--- config.mk ---
export PLATFORM = sky130hd
export DESIGN_NAME = cpu_mmio_path_regs
export DESIGN_NICKNAME = d
export VERILOG_FILES = /design/src/rtl/cpu_mmio_path_regs.sv
export SDC_FILE = /design/constraint.sdc
export NUM_CORES = 1
export LEC_CHECK = 0
export ABC_AREA = 1
export BUFFER_PORTS_ARGS = -buffer_cell sky130_fd_sc_hd__buf_2
export CORE_ASPECT_RATIO = 1.1
export CORE_MARGIN = 3
export CORE_UTILIZATION = 55
export CTS_BUF_LIST = sky130_fd_sc_hd__clkbuf_8
export DETAILED_ROUTE_END_ITERATION = 10
export PLACE_DENSITY = 0.84
export SKIP_CTS_REPAIR_TIMING = 1
export SLEW_MARGIN = 25
export SYNTH_ARGS = -nofsm -noshare
export SYNTH_HDL_FRONTEND = slang
export SYNTH_SLANG_ARGS = --single-unit
--- constraint.sdc ---
create_clock -name clk_3125KHz -period 2.2 [get_ports clk_3125KHz]
set_input_delay 0.22 -clock clk_3125KHz [delete_from_list [all_inputs] [get_ports clk_3125KHz]]
set_output_delay 0.22 -clock clk_3125KHz [all_outputs]
set_load 0.01 [all_outputs]
--- src/rtl/cpu_mmio_path_regs.sv ---
// cpu_mmio_path_regs
// Memory-mapped register bank shared by the driver's external write port and
// the CPU load/store bus. Holds the path endpoints (SP/EP), the current node,
// the completion flag, and a small log of every node the CPU has visited.
// Bus ownership is selected by CPU_reset: while the CPU is held the driver
// programs the bank; once released only the CPU can write.

module cpu_mmio_path_regs #(
    parameter logic [31:0] BASE_ADR  = 32'h02000000,
    parameter int          LOG_DEPTH = 16,
    parameter int          NODE_W    = 5
) (
    input  logic              clk_3125KHz,
    input  logic              rst_n,
    input  logic              CPU_reset,
    input  logic              Ext_MemWrite,
    input  logic [31:0]       Ext_DataAdr,
    input  logic [31:0]       Ext_WriteData,
    input  logic              CPU_MemWrite,
    input  logic [31:0]       CPU_DataAdr,
    input  logic [31:0]       CPU_WriteData,
    output logic [31:0]       CPU_ReadData,
    output logic              mmio_hit,
    output logic              node_strobe,
    output logic [NODE_W-1:0] node_data,
    output logic              done_pulse,
    output logic [4:0]        log_count,
    output logic              log_overflow
);

    // Register selector produced by the address decoder.
    typedef enum logic [2:0] {
        SEL_NONE   = 3'd0,
        SEL_SP     = 3'd1,
        SEL_EP     = 3'd2,
        SEL_NODE   = 3'd3,
        SEL_DONE   = 3'd4,
        SEL_STATUS = 3'd5,
        SEL_LOG    = 3'd6
    } reg_sel_e;

    localparam logic [4:0] LOG_FULL_COUNT = 5'(LOG_DEPTH);

    // Map an absolute bus address onto a register. The window spans 0x80 bytes
    // above BASE_ADR; anything misaligned, beyond the window, or in a hole of
    // the map selects nothing.
    function automatic reg_sel_e decode_sel(input logic [31:0] adr);
        logic [31:0] off;
        reg_sel_e    sel;
        off = adr - BASE_ADR;
        sel = SEL_NONE;
        if (off[31:7] == 25'd0 && off[1:0] == 2'b00) begin
            if (off[6]) begin
                if ({28'd0, off[5:2]} < 32'(LOG_DEPTH)) begin
                    sel = SEL_LOG;
                end
            end else begin
                case (off[5:2])
                    4'd0:    sel = SEL_SP;
                    4'd1:    sel = SEL_EP;
                    4'd2:    sel = SEL_NODE;
                    4'd3:    sel = SEL_DONE;
                    4'd4:    sel = SEL_STATUS;
                    default: sel = SEL_NONE;
                endcase
            end
        end
        return sel;
    endfunction

    // Word index inside the log region (only meaningful when decode_sel
    // returned SEL_LOG).
    function automatic logic [3:0] decode_log_idx(input logic [31:0] adr);
        logic [31:0] off;
        off = adr - BASE_ADR;
        return off[5:2];
    endfunction

    // ------------------------------------------------------------------
    // State
    // ------------------------------------------------------------------
    logic [NODE_W-1:0] sp_reg;
    logic [NODE_W-1:0] ep_reg;
    logic [NODE_W-1:0] node_reg;
    logic              done_reg;
    logic [4:0]        log_count_reg;
    logic              log_overflow_reg;
    logic              node_strobe_reg;
    logic [NODE_W-1:0] node_data_reg;
    logic              done_pulse_reg;
    logic [NODE_W-1:0] log_reg [LOG_DEPTH];

    // ------------------------------------------------------------------
    // Write-port arbitration: exactly one port may commit per cycle,
    // chosen by CPU_reset, so the two sides can never collide.
    // ------------------------------------------------------------------
    logic              ext_we;
    logic              cpu_we;
    logic [31:0]       wr_adr;
    logic [31:0]       wr_data;
    logic [NODE_W-1:0] wr_node;
    reg_sel_e          wr_sel;

    assign ext_we  = CPU_reset & Ext_MemWrite;
    assign cpu_we  = ~CPU_reset & CPU_MemWrite;
    assign wr_adr  = CPU_reset ? Ext_DataAdr   : CPU_DataAdr;
    assign wr_data = CPU_reset ? Ext_WriteData : CPU_WriteData;
    assign wr_node = wr_data[NODE_W-1:0];
    assign wr_sel  = decode_sel(wr_adr);

    // Upper data bits are not stored by any register in this bank.
    logic unused_wr_data_hi;
    assign unused_wr_data_hi = ^wr_data[31:NODE_W];

    logic any_we;
    logic cpu_node_wr;
    logic cpu_done_wr;
    logic ext_done_wr;
    logic log_full;
    logic log_wr_en;

    assign any_we      = ext_we | cpu_we;
    assign cpu_node_wr = cpu_we & (wr_sel == SEL_NODE);
    assign cpu_done_wr = cpu_we & (wr_sel == SEL_DONE);
    assign ext_done_wr = ext_we & (wr_sel == SEL_DONE);
    assign log_full    = (log_count_reg == LOG_FULL_COUNT);
    assign log_wr_en   = cpu_node_wr & ~log_full;

    // Configuration registers, completion flag, log bookkeeping and the
    // one-cycle event pulses.
    always_ff @(posedge clk_3125KHz or negedge rst_n) begin
        if (!rst_n) begin
            sp_reg           <= '0;
            ep_reg           <= '0;
            node_reg         <= '0;
            done_reg         <= 1'b0;
            log_count_reg    <= '0;
            log_overflow_reg <= 1'b0;
            node_strobe_reg  <= 1'b0;
            node_data_reg    <= '0;
            done_pulse_reg   <= 1'b0;
        end else begin
            // Pulses are single-cycle by construction: recomputed every edge.
            node_strobe_reg <= cpu_node_wr;
            done_pulse_reg  <= cpu_done_wr & wr_data[0] & ~done_reg;

            if (any_we && wr_sel == SEL_SP) begin
                sp_reg <= wr_node;
            end
            if (any_we && wr_sel == SEL_EP) begin
                ep_reg <= wr_node;
            end
            if (any_we && wr_sel == SEL_NODE) begin
                node_reg <= wr_node;
            end

            // Only CPU node writes are path steps; driver writes to NODE
            // are plain configuration and leave the log alone.
            if (cpu_node_wr) begin
                node_data_reg <= wr_node;
                if (log_full) begin
                    log_overflow_reg <= 1'b1;
                end else begin
                    log_count_reg <= log_count_reg + 5'd1;
                end
            end

            if (cpu_done_wr) begin
                done_reg <= wr_data[0];
            end

            // A driver write to DONE restarts the session regardless of data.
            if (ext_done_wr) begin
                done_reg         <= 1'b0;
                log_count_reg    <= '0;
                log_overflow_reg <= 1'b0;
            end
        end
    end

    // Path log: each entry captures the node when the write pointer reaches it.
    generate
        for (genvar gi = 0; gi < LOG_DEPTH; gi++) begin : g_log
            always_ff @(posedge clk_3125KHz or negedge rst_n) begin
                if (!rst_n) begin
                    log_reg[gi] <= '0;
                end else if (log_wr_en && log_count_reg == 5'(gi)) begin
                    log_reg[gi] <= wr_node;
                end
            end
        end
    endgenerate

    // ------------------------------------------------------------------
    // CPU read path (combinational, follows CPU_DataAdr directly)
    // ------------------------------------------------------------------
    reg_sel_e   rd_sel;
    logic [3:0] rd_log_idx;

    assign rd_sel     = decode_sel(CPU_DataAdr);
    assign rd_log_idx = decode_log_idx(CPU_DataAdr);

    // Read mux: zero-extend stored fields, zero for anything unmapped.
    always_comb begin
        CPU_ReadData = 32'd0;
        mmio_hit     = (rd_sel != SEL_NONE);
        case (rd_sel)
            SEL_SP:     CPU_ReadData = {{(32-NODE_W){1'b0}}, sp_reg};
            SEL_EP:     CPU_ReadData = {{(32-NODE_W){1'b0}}, ep_reg};
            SEL_NODE:   CPU_ReadData = {{(32-NODE_W){1'b0}}, node_reg};
            SEL_DONE:   CPU_ReadData = {31'd0, done_reg};
            SEL_STATUS: CPU_ReadData = {22'd0, done_reg, log_overflow_reg,
                                        3'd0, log_count_reg};
            SEL_LOG:    CPU_ReadData = {{(32-NODE_W){1'b0}}, log_reg[rd_log_idx]};
            default:    CPU_ReadData = 32'd0;
        endcase
    end

    assign node_strobe  = node_strobe_reg;
    assign node_data    = node_data_reg;
    assign done_pulse   = done_pulse_reg;
    assign log_count    = log_count_reg;
    assign log_overflow = log_overflow_reg;

endmodule

# Word-level counts from Yosys, hierarchy flattened
# Cells that the tools add are included.
dict set report word_totals {
  reg_bits 109
  input_bits 133
  out_inout_bits 46
  word_cells 131
}
dict set report op_classes {
  addsub 3
  magnitude_cmp 1
  eq_ne 35
  n_mux 20
  bitwise_logic 13
  reduce_logical 34
}
# operator n
set ops {}
lappend ops {{32-bit by 26-bit subtractor with 32-bit output, second input constant} 2}
lappend ops {{10-bit one-hot mux with 6 select lines} 1}
lappend ops {{25-bit zero test} 2}
lappend ops {{5-bit by 4-bit equality test with 1-bit output, second input constant} 8}
lappend ops {{32-bit 2-to-1 mux} 1}
lappend ops {{5-bit 2-to-1 mux} 6}
lappend ops {{3-bit one-hot mux with 5 select lines} 2}
lappend ops {{1-bit logical AND} 21}
lappend ops {{5-bit binary-select mux with 4-bit select} 1}
lappend ops {{5-bit by 3-bit equality test with 1-bit output, second input constant} 4}
lappend ops {{4-bit by 2-bit equality test with 1-bit output, second input constant} 4}
lappend ops {{3-bit by 2-bit equality test with 1-bit output, second input constant} 4}
lappend ops {{3-bit equality test, second input constant} 4}
lappend ops {{3-bit 2-to-1 mux} 4}
lappend ops {{5-bit by 2-bit equality test with 1-bit output, second input constant} 2}
lappend ops {{1-bit bitwise AND} 8}
lappend ops {{4-bit by 1-bit equality test with 1-bit output, second input constant} 2}
lappend ops {{4-bit by 3-bit equality test with 1-bit output, second input constant} 2}
lappend ops {{4-bit zero test} 2}
lappend ops {{3-bit by 1-bit equality test with 1-bit output, second input constant} 2}
lappend ops {{2-bit nonzero test} 3}
lappend ops {{5-bit by 1-bit adder with 5-bit output, second input constant} 1}
lappend ops {{5-bit by 1-bit equality test with 1-bit output, second input constant} 1}
lappend ops {{5-bit equality test, second input constant} 1}
lappend ops {{10 further kinds} 18}

# Logic depth before layout (Yosys ltp)
dict set report depth {
  ltp_word 10
  depth_mapped 16
  mapped_depth_nobuf 15
}

# Least setup slack after synthesis
# OpenSTA, ideal clock, no wires.
dict set report synth_timing {
  path_kind {reg2reg}
  from {register log_count_reg[2] (netlist: log_count[2])}
  to {register log_reg[0] in the netlist's numbering}
  setup_time_ps 121
  t_arrival_ps 1710
  required_ps 2079
  path_slack_ps 369
  path_stages_with_launch 11
  path_buffers 2
  synth_period_minus_slack_ps 1831
  cell_sequence {dfrtp_1 > clkbuf_1 > nor2_4 > inv_2 > nor3_1 > inv_2 > nand3_2 > buf_6 > nor2_4 > nand2_1 > o21ai_1}
}
dict set report synth_between {
  elab_chain_cells 4
  elab_cells_between_ends 5
  cone_classes {eq/ne: 2; bitwise: 2; reduce/logical: 1}
}
# item line_no
set synth_lines {}
lappend synth_lines {{start, declared} 86} ;# logic [4:0] log_count_reg;
lappend synth_lines {{start signal, assigned} 164} ;# log_count_reg <= log_count_reg + 5'd1;
lappend synth_lines {{5-bit equality test} 126} ;# assign log_full = (log_count_reg == LOG_FULL_COUNT);
lappend synth_lines {{1-bit NOT} 127} ;# assign log_wr_en = cpu_node_wr & ~log_full;
lappend synth_lines {{1-bit bitwise AND} 127}
lappend synth_lines {{1-bit logical AND (*)} 187} ;# end else if (log_wr_en && log_count_reg == 5'(gi)) begin
lappend synth_lines {{end signal, assigned by index} 188} ;# log_reg[gi] <= wr_node;
lappend synth_lines {{end, declared} 91} ;# logic [NODE_W-1:0] log_reg [LOG_DEPTH];
# Every way passes the cells marked *; elsewhere a longest branch is shown, timed or not.
# A chain may end at the register's enable or synchronous reset.

# Worst setup path in the final report
dict set report layout_timing {
  from {input port CPU_DataAdr[4]}
  to {output port CPU_ReadData[0]}
}
dict set report layout_between {
  elab_chain_cells 7
  elab_cells_between_ends 22
  cone_classes {add/sub: 1; eq/ne: 10; mux: 7; bitwise: 1; reduce/logical: 3}
}
# item line_no
set layout_lines {}
lappend layout_lines {{start, declared} 20} ;# input logic [31:0] CPU_DataAdr,
lappend layout_lines {{32-bit by 26-bit subtractor with 32-bit output (*)} 75} ;# off = adr - BASE_ADR;
lappend layout_lines {{4-bit by 3-bit equality test with 1-bit output (tied with other cells)} 58} ;# case (off[5:2])
lappend layout_lines {{3-bit one-hot mux with 5 select lines} 58}
lappend layout_lines {{3-bit 2-to-1 mux} 53} ;# if (off[6]) begin
lappend layout_lines {{3-bit 2-to-1 mux} 52} ;# if (off[31:7] == 25'd0 && off[1:0] == 2'b00) begin
lappend layout_lines {{3-bit equality test (tied with other cells)} 207} ;# case (rd_sel)
lappend layout_lines {{10-bit one-hot mux with 6 select lines (*)} 207}
lappend layout_lines {{end, declared} 22} ;# output logic [31:0] CPU_ReadData,
# Every way passes the cells marked *; elsewhere a longest branch is shown, timed or not. The select of a mux whose other input is x is not followed.

==> flow_metrics.py <==
metrics = {
    "status": {
        "status": "completed",
    },
    "timing": {
        "fin_hold_ws_ns": 0.202,
        "max_freq_mhz": 485,
        "finClkSkew_ns": 0.0131,
        "period_share_pct": 93.7,
        "worst_slew_margin_rel_pct": 64.0,
        "finalCriticalPeriod_ns": 2.06,
        "slew_violations": 0,
        "hold_viol_final": 0,
        "tns_ns": 0,
        "setup_violations": 0,
        "rsz0062_at_grt": "yes",
        "worst_slew_pin_slew_ns": 0.540,
    },
    "worst_setup_path": {
        "critPathLaunchType": "input port",
        "path_class": "in2out",
        "cp-end-kind": "primary output",
        "critPathRequiredTime_ns": 1.98,
        "cp-endpoint": "CPU_ReadData[0]",
        "startpoint": "CPU_DataAdr[4]",
        "r2r-start": "log_count[1]",
        "ff2ff_path_depth": 10,
        "rr_endpoint": "log_reg[22]",
        "r2r_slack_ns": 0.34,
        "crit_fanout": 7,
        "crit_arrival_ns": 1.84,
    },
    "global_routing": {
        "grt_pass1_wl_um": 28300,
        "grt_use_met2_pct": 46.5,
        "gr-usage-all-layers_pct": 28.2,
        "grt_use_met1_pct": 36.6,
        "grt_most_used_layer": "met2",
        "grt_pass1_vias": 5848,
        "met3_usage_pct": 5.91,
        "grt_overflow": 0,
        "grt_max_degree": 50,
        "antenna_found_initial": 0,
    },
    "cts": {
        "cts_tree": "done",
        "clock_path_buffers": 2,
        "clk_pin_slew_worst_paths_ns": 0.09,
        "clock_latency_ns": 0.40,
        "cts_root_buffer": "clkbuf_8",
        "clkSinkCount": 109,
        "h-tree-depth": 3,
        "cts_buffers": 9,
    },
    "hold_path": {
        "hp-class": "in2reg",
    },
    "place": {
        "gp_congestion": 0.926,
        "portBuffers": 99,
        "hpwlAfterDp_um": 13200,
        "dpl.cell_count": 1149,
    },
    "synthesis": {
        "synth_cells": 897,
        "synth_seq_cells": 109,
        "ys_types": 38,
        "syn_area_um2": 6400,
        "synth.top_cells.by_count": "nand2_1 (354), dfrtp_1 (109), nor2_1 (87)",
        "synth_async_sr_flop_share_pct": 100,
        "ys_seq_area_share_pct": 42.6,
        "ys.warnings.count": 0,
        "ys_top_cells_by_area": "dfrtp_1 (43%), nand2_1 (21%), nor2_1 (5.1%), nand3_1 (4.0%), inv_1 (3.7%)",
        "synth_top_area_cell": "dfrtp_1",
        "synth_area_per_cell_um2": 7.13,
        "synth_top_area_share_pct": 42.6,
        "ys.flop_type": "dfrtp_1",
        "synth-edff-count": 0,
        "synth.most_common_cell": "nand2_1",
    },
    "final_layout": {
        "nFillCells": 1026,
        "stdcell_count": 1166,
        "syn2layout_area_growth_pct": 14.7,
        "drive_gt1_share_pct": 19.0,
        "largest_reg_flops": 80,
        "utilization_pct": 65.7,
        "nets": 1152,
        "antenna_cells": 0,
    },
    "pwr": {
        "p_leak_nw": 3.96,
        "cellPowerDensity_nw_per_um2": 504,
        "switching_share_pct": 27.1,
        "pwr-share-clk_pct": 34.1,
        "vdd_drop_max_v": 0.000462,
        "intPower_mw": 2.70,
        "power_mw": 3.70,
        "comb_power_share_pct": 11.8,
        "p_seq_share_pct": 54.1,
        "switchingPower_mw": 1.00,
    },
    "drt": {
        "routed_wl_um": 17800,
        "drc": 0,
        "routedWlPerCell_um": 15.3,
        "firstDrtPassIters": 5,
        "vias": 6221,
        "ant_nets": 0,
        "vias_per_cell": 5.34,
        "drtIter0Drc": 505,
    },
    "run": {
        "drv_cap": 0,
    },
    "die": {
        "core_um2": 11200,
        "rows": 40,
        "start_util_pct": 57.3,
        "design.die.area_um2": 13000,
        "die_x_um": 109,
        "ioPinCount": 179,
        "die_h_um": 119,
    },
}
[power groups by stage]
stage,Sequential [mW],Clock (mW),Combinational (mW)
detailed placement,2.04,0,0.429
finish,2.00,1.26,0.437
global route,2.00,1.35,0.483
global placement,2.04,0,0.423
floorplan,2.04,0,0.251
CTS,2.00,1.28,0.431
[cell families (layout without fill, tap and decap cells)]
| kind of cell | Yosys count | after routing | share of synthesized area [%] |
|---|---|---|---|
| and+or+nand+nor | 547 | 547 | 37.1 |
| buffers and inverters | 124 | 222 | 9.51 |
| AOI/OAI and AO/OA | 111 | 111 | 9.76 |
| DFF | 109 | 109 | 42.6 |
| adders and majority gates | 5 | 5 | 0.978 |
| other | 1 | 25 | 0.0586 |
[through the flow]
| step | setup slack [ns] | instance area [um2] |
|---|---|---|
| after floorplan | 0.369 | 6490 |
| after global placement | 0.0405 | 7110 |
| final | 0.138 | 7340 |
| after global routing | -0.0143 | 7340 |
| after detailed placement | -0.0109 | 7110 |
| after CTS | 0.0569 | 7310 |
[how the worst min path moves through the flow]
| stage | startpoint | end | slack [ns] | depth (start not counted) |
|---|---|---|---|---|
| after global placement | rst_n | node_data[2] | 0.24 | 1 |
| after floorplan | rst_n | done_pulse | -0.08 | 0 |
| after CTS | rst_n | log_reg[35] | -0.19 | 1 |
| final | Ext_MemWrite | done_reg | 0.20 | 4 |
| after global routing | Ext_MemWrite | done_reg | 0.21 | 4 |
| after detailed placement | rst_n | node_data[2] | 0.24 | 1 |
[layer usage]
layer  routed length, um  share of wire, %
met1                6930                39
met2                8760                49
met3                1610               9.1
met4                 500               2.8
met5                   0                 0
[cells in the final DEF, fill, tap and decap left out, types with 5 or more instances in the layout]
cell type / count
a22oi_1: 12
nor2_1: 83
buf_2: 98
o21ai_1: 25
a21oi_1: 31
o21ai_0: 30
conb_1: 25
nand4_1: 11
nor3_1: 8
dfrtp_1: 109
buf_4: 32
nor2_2: 11
nor2_4: 5
clkbuf_8: 10
inv_1: 63
nand3_1: 51
ha_1: 5
inv_2: 9
nand2_1: 354
nand2_2: 7
[final cells by class]
| type | instances | area, um2 | share of cell area (%) |
|---|---|---|---|
| clock inverter | 6 | 62.6 | 0.853 |
| clock buffer | 10 | 138 | 1.88 |
| sequential | 109 | 2730 | 37.2 |
| tap | 147 | 184 | 2.51 |
| timing repair buffer | 133 | 781 | 10.6 |
| inverter | 73 | 279 | 3.80 |
| multi-input combinational | 688 | 3170 | 43.1 |
[worst max-delay path, stage by stage]
cell	delay (ns)
buf_2	0.20
inv_1	0.11
nor2_2	0.20
nand2_1	0.11
nand2_1	0.08
nor2_1	0.05
nor2_1	0.21
nand3_1	0.22
inv_1	0.10
nand2_1	0.05
nand2_1	0.06
nor2_1	0.04
nand2_1	0.06
buf_2	0.12
No activity file was read; power rests on OpenSTA's default activity.
